`src/rtl/hack_pkg.sv`:
```
// Shared constants for the fetch front end.
//   WORD_W            - instruction / address word width
//   ROM_DEPTH_DEFAULT - default number of instruction words
//   RESET_PC_DEFAULT  - default first fetch address after reset
package hack_pkg;
  localparam int          WORD_W            = 16;
  localparam int          ROM_DEPTH_DEFAULT = 1024;
  localparam logic [15:0] RESET_PC_DEFAULT  = 16'h0000;

  // Address mask for a power-of-two ROM depth (<= 65536).
  function automatic logic [WORD_W-1:0] addr_mask(input int depth);
    return WORD_W'(depth - 1);
  endfunction
endpackage

```
`src/rtl/pc_reg.sv`:
```
// Program counter register.
//   clk, rst_n : clock, async active-low reset (PC <= RESET_PC)
//   load       : take load_val (masked to ROM_DEPTH), highest priority
//   load_val   : redirect target
//   inc        : advance PC by one, wrapping at ROM_DEPTH
//   hold       : keep PC; overrides inc
//   pc         : current PC, upper bits beyond log2(ROM_DEPTH) always 0
module pc_reg
  import hack_pkg::*;
#(
  parameter int          ROM_DEPTH = ROM_DEPTH_DEFAULT,
  parameter logic [15:0] RESET_PC  = RESET_PC_DEFAULT
) (
  input  logic              clk,
  input  logic              rst_n,
  input  logic              load,
  input  logic [WORD_W-1:0] load_val,
  input  logic              inc,
  input  logic              hold,
  output logic [WORD_W-1:0] pc
);
  localparam logic [WORD_W-1:0] MASK = addr_mask(ROM_DEPTH);

  logic [WORD_W-1:0] pc_d, pc_q;

  always_comb begin
    pc_d = pc_q;
    if (load)              pc_d = load_val & MASK;
    else if (inc && !hold) pc_d = (pc_q + 1'b1) & MASK;
  end

  always_ff @(posedge clk or negedge rst_n) begin
    if (!rst_n) pc_q <= RESET_PC & MASK;
    else        pc_q <= pc_d;
  end

  assign pc = pc_q;
endmodule

```
`src/rtl/instr_fetch.sv`:
```
// Instruction fetch stage: drives a combinational ROM with the PC and
// registers one instruction into a valid/ready output slot.
//   clk, rst_n              : clock, async active-low reset
//   rom_addr / rom_data     : ROM address (== PC) and same-cycle ROM word
//   jump, jump_addr         : redirect; beats stall and fetch, drops slot
//   stall                   : inhibit new fetches
//   instr, instr_pc         : registered instruction and its address
//   instr_valid/instr_ready : output handshake
module instr_fetch
  import hack_pkg::*;
#(
  parameter int          ROM_DEPTH = ROM_DEPTH_DEFAULT,
  parameter logic [15:0] RESET_PC  = RESET_PC_DEFAULT
) (
  input  logic              clk,
  input  logic              rst_n,
  output logic [WORD_W-1:0] rom_addr,
  input  logic [WORD_W-1:0] rom_data,
  input  logic              jump,
  input  logic [WORD_W-1:0] jump_addr,
  input  logic              stall,
  output logic [WORD_W-1:0] instr,
  output logic [WORD_W-1:0] instr_pc,
  output logic              instr_valid,
  input  logic              instr_ready
);
  logic [WORD_W-1:0] pc;
  logic [WORD_W-1:0] instr_d, instr_q, instr_pc_d, instr_pc_q;
  logic              valid_d, valid_q;
  logic              hs, slot_free, fetch;

  assign hs        = valid_q & instr_ready;
  assign slot_free = ~valid_q | hs;
  assign fetch     = ~jump & ~stall & slot_free;

  pc_reg #(.ROM_DEPTH(ROM_DEPTH), .RESET_PC(RESET_PC)) u_pc (
    .clk      (clk),
    .rst_n    (rst_n),
    .load     (jump),
    .load_val (jump_addr),
    .inc      (fetch),
    .hold     (~fetch),
    .pc       (pc)
  );

  always_comb begin
    instr_d    = instr_q;
    instr_pc_d = instr_pc_q;
    valid_d    = valid_q;
    if (jump) begin
      valid_d = 1'b0;               // discard any unconsumed word
    end else if (stall) begin
      if (hs) valid_d = 1'b0;       // slot drains, nothing refills it
    end else if (slot_free) begin
      instr_d    = rom_data;
      instr_pc_d = pc;
      valid_d    = 1'b1;
    end
  end

  always_ff @(posedge clk or negedge rst_n) begin
    if (!rst_n) begin
      instr_q    <= '0;
      instr_pc_q <= '0;
      valid_q    <= 1'b0;
    end else begin
      instr_q    <= instr_d;
      instr_pc_q <= instr_pc_d;
      valid_q    <= valid_d;
    end
  end

  assign rom_addr    = pc;
  assign instr       = instr_q;
  assign instr_pc    = instr_pc_q;
  assign instr_valid = valid_q;
endmodule
```
`config.mk`:
```
export PLATFORM = sky130hd
export DESIGN_NAME = instr_fetch
export DESIGN_NICKNAME = d
export VERILOG_FILES = /design/src/rtl/hack_pkg.sv /design/src/rtl/pc_reg.sv /design/src/rtl/instr_fetch.sv
export SDC_FILE = /design/constraint.sdc
export NUM_CORES = 1
export LEC_CHECK = 0
export CAP_MARGIN = 20
export CORE_ASPECT_RATIO = 1.75
export CORE_MARGIN = 2
export CORE_UTILIZATION = 45
export DETAILED_ROUTE_END_ITERATION = 7
export PLACE_DENSITY = 0.84
export SLEW_MARGIN = 10
export SYNTH_ARGS = -nofsm -noshare
export SYNTH_HDL_FRONTEND = slang
export SYNTH_HIERARCHICAL = 1
export SYNTH_SLANG_ARGS = --single-unit
```
`constraint.sdc`:
```
create_clock -name clk -period 5.25 [get_ports clk]
set_input_delay 0.525 -clock clk [delete_from_list [all_inputs] [get_ports clk]]
set_output_delay 0.525 -clock clk [all_outputs]
set_load 0.01 [all_outputs]
```
==> impl_metrics.csv <==
group,metric,value,unit
detailed_routing,wl_per_cell,16.0,µm
detailed_routing,drt_iter0_markers,24,
cts,h-tree-depth,2,
layout,area_growth,38.1,%
cts,post-cts-setup-buffers,0,
detailed_routing,drtPass1Iterations,4,
cts,cts.clk_slew.worst_paths,0.08,ns
layout,multiInputGateArea,847,µm²
synth,synth_area_leaders,"dfrtp_1, mux2_4, buf_12",
pwr,total_power,0.893,mW
synth,synth.avg_cell_area,14.2,µm²
global_routing,grt_antenna_before_repair,0,
synth,ys_seq_area_frac,0.528,
place,pre_cts_ws,1.87,ns
synth,yosys_warnings,6,
timing,final.setup.tns,0,ns
timing,period_share,0.586,
place,place_hpwl,3150,µm
global_routing,grt_max_degree,44,
layout,fill_cells,344,
job,maxCapViolCount,0,
synth,synth_cell_type_count,32,
place,place_area,2730,µm²
pwr,peakVddDrop,226,µV
timing,hold_viol,0,
floorplan,fp.dieH,93.1,µm
critical_path,cp_slowest_cell,"or3_2",
cts,root_buffer,"clkbuf_8",
floorplan,die_area,5110,µm²
synth,synth_top_area_share,0.528,
synth,async_flop_share,1.00,
cts,clkLatencyLatePin,0.29,ns
layout,finalInstanceArea,2820,µm²
global_routing,grt_pass1_wl,6820,µm
cts,cts_tree,"built",
worst_hold_path,hp-class,"primary input to asynchronous set/reset pin",
layout,nNetsFinal,256,
synth,synth_edf_count,0,
global_routing,grt_pass1_vias,1396,
detailed_routing,route.detailed.drc,0,
critical_path,crit_fanout,37,
cts,numCtsBuffers,5,
synth,syn_area,2040,µm²
timing,max_freq,325,MHz
cts,cts.repair.resized,0,
synth,synth_commonest_cells,"dfrtp_1, mux2_4, nand2_1",
pwr,p_leak,1.27,nW
floorplan,core,4360,µm²
place,dpl.cell_count,262,
status,status,"finished clean",
cts,cts_hold_buffers,0,
detailed_routing,wirelength,4310,µm
detailed_routing,drtAntennaViolNets,0,
global_routing,overflow,0,
layout,fin_util,0.645,
timing,fin_hold_ws,0.375,ns
floorplan,dieWidth,54.9,µm
global_routing,grtUsageTotal,0.185,
floorplan,initial_core_util,0.467,
layout,instances_no_fill,270,
layout,drive_above_1_share,0.205,
cts,clk_path_buf_depth,2,
timing,slew_headroom,0.285,
synth,syn_inst,144,
critical_path,crit_family,"simple AND/OR/NAND/NOR gates",
detailed_routing,vias_per_cell,5.15,
critical_path,cpPeakStageDelay,0.92,ns
timing,setup_slack,2.18,ns
critical_path,crit_type,"primary input to flop",
floorplan,fp-row-count,32,
timing,worst_pin_slew,1.07,ns
synth,synthFlopType,"dfrtp_1",
timing,skew,0.00839,ns
pwr,p_per_area,317,nW/µm²
floorplan,io_pins,86,
synth,ys_ff_latch,43,
critical_path,worst_setup_path_start_kind,"primary input",
critical_path,required,5.46,ns
timing,fin_crit,3.07,ns
timing,slew_viol_final,0,
place,port_buffers,73,
synth,yosysMostFrequentCell,"dfrtp_1",
critical_path,r2r_slack,2.57,ns
detailed_routing,dr_total_vias,1391,
critical_path,crit_buf_inv,3,
timing,rsz0062_at_grt,"false",
critical_path,arrival,3.29,ns
layout,n_antenna_cell,0,
timing,finalSetupViolations,0,
critical_path,end_kind,"flop",
cts,cts.sinks,43,
layout,regArea,1080,µm²
critical_path,path_cells,"clkdlybuf4s50_1, buf_4, or3_2, inv_1, nand4b_4, or4_1, a31oi_1",
synth,synth_top_area_cell,"dfrtp_1",
place,place.gp.congestion,0.766,
-- worst paths after layout --
| kind | from | endpoint | depth (start not counted) |
|---|---|---|---|
| max | jump | u_pc/pc[8] | 7 |
| min reg2reg | instr_pc[14] | instr_pc[14] | 1 |
| max in group asynchronous | rst_n | instr_pc[1] | 1 |
| max reg2reg | instr_valid | u_pc/pc[8] | 6 |
| min in group clk | instr_pc[14] | instr_pc[14] | 1 |
| min | rst_n | instr_pc[12] | 1 |
-- area by class of cell --
type / instances / area share
Clock buffer: 6 / 0.0258
Timing Repair Buffer: 74 / 0.260
Multi-Input combinational cell: 91 / 0.301
Clock inverter: 2 / 0.00444
Tap cell: 51 / 0.0227
Sequential cell: 43 / 0.382
Inverter: 3 / 0.00400
-- power breakdown --
| group | internal (mW) | switching [mW] | leakage, nW |
|---|---|---|---|
| clock network | 0.0930 | 0.109 | 0.0412 |
| logic | 0.178 | 0.0920 | 0.719 |
| registers | 0.384 | 0.0374 | 0.508 |
| total | 0.655 | 0.238 | 1.27 |
-- cell usage in the layout (no fill, tap or decap), drive strengths merged, types with 3 or more instances in the layout --
master	Yosys	final
nor2	3	3
dfrtp	43	43
or4	7	7
inv	3	3
nand3	7	7
clkdlybuf4s50	0	72
mux2	32	32
conb	1	6
o21ai	4	4
o211ai	4	4
clkbuf	1	6
nand2	8	8
-- metal layers --
layer | GRT usage | wire (µm) | vias to the layer above
li1 | - | - | 656
met1 | 0.213 | 1580 | 683
met2 | 0.318 | 2400 | 44
met3 | 0.0399 | 236 | 8
met4 | 0.0732 | 87 | 0
met5 | 0 | 0 | -
-- kinds of logic after synthesis --
| group | Yosys count | synth area share |
|---|---|---|
| flops | 43 | 0.528 |
| simple gates | 36 | 0.114 |
| mux | 33 | 0.233 |
| buf+inv | 15 | 0.0669 |
| compound gates | 13 | 0.0423 |
| xor+xnor | 2 | 0.00859 |
| fa+ha+maj | 1 | 0.00613 |
| other cells | 1 | 0.00184 |
Power figures use the tool's default switching activity.
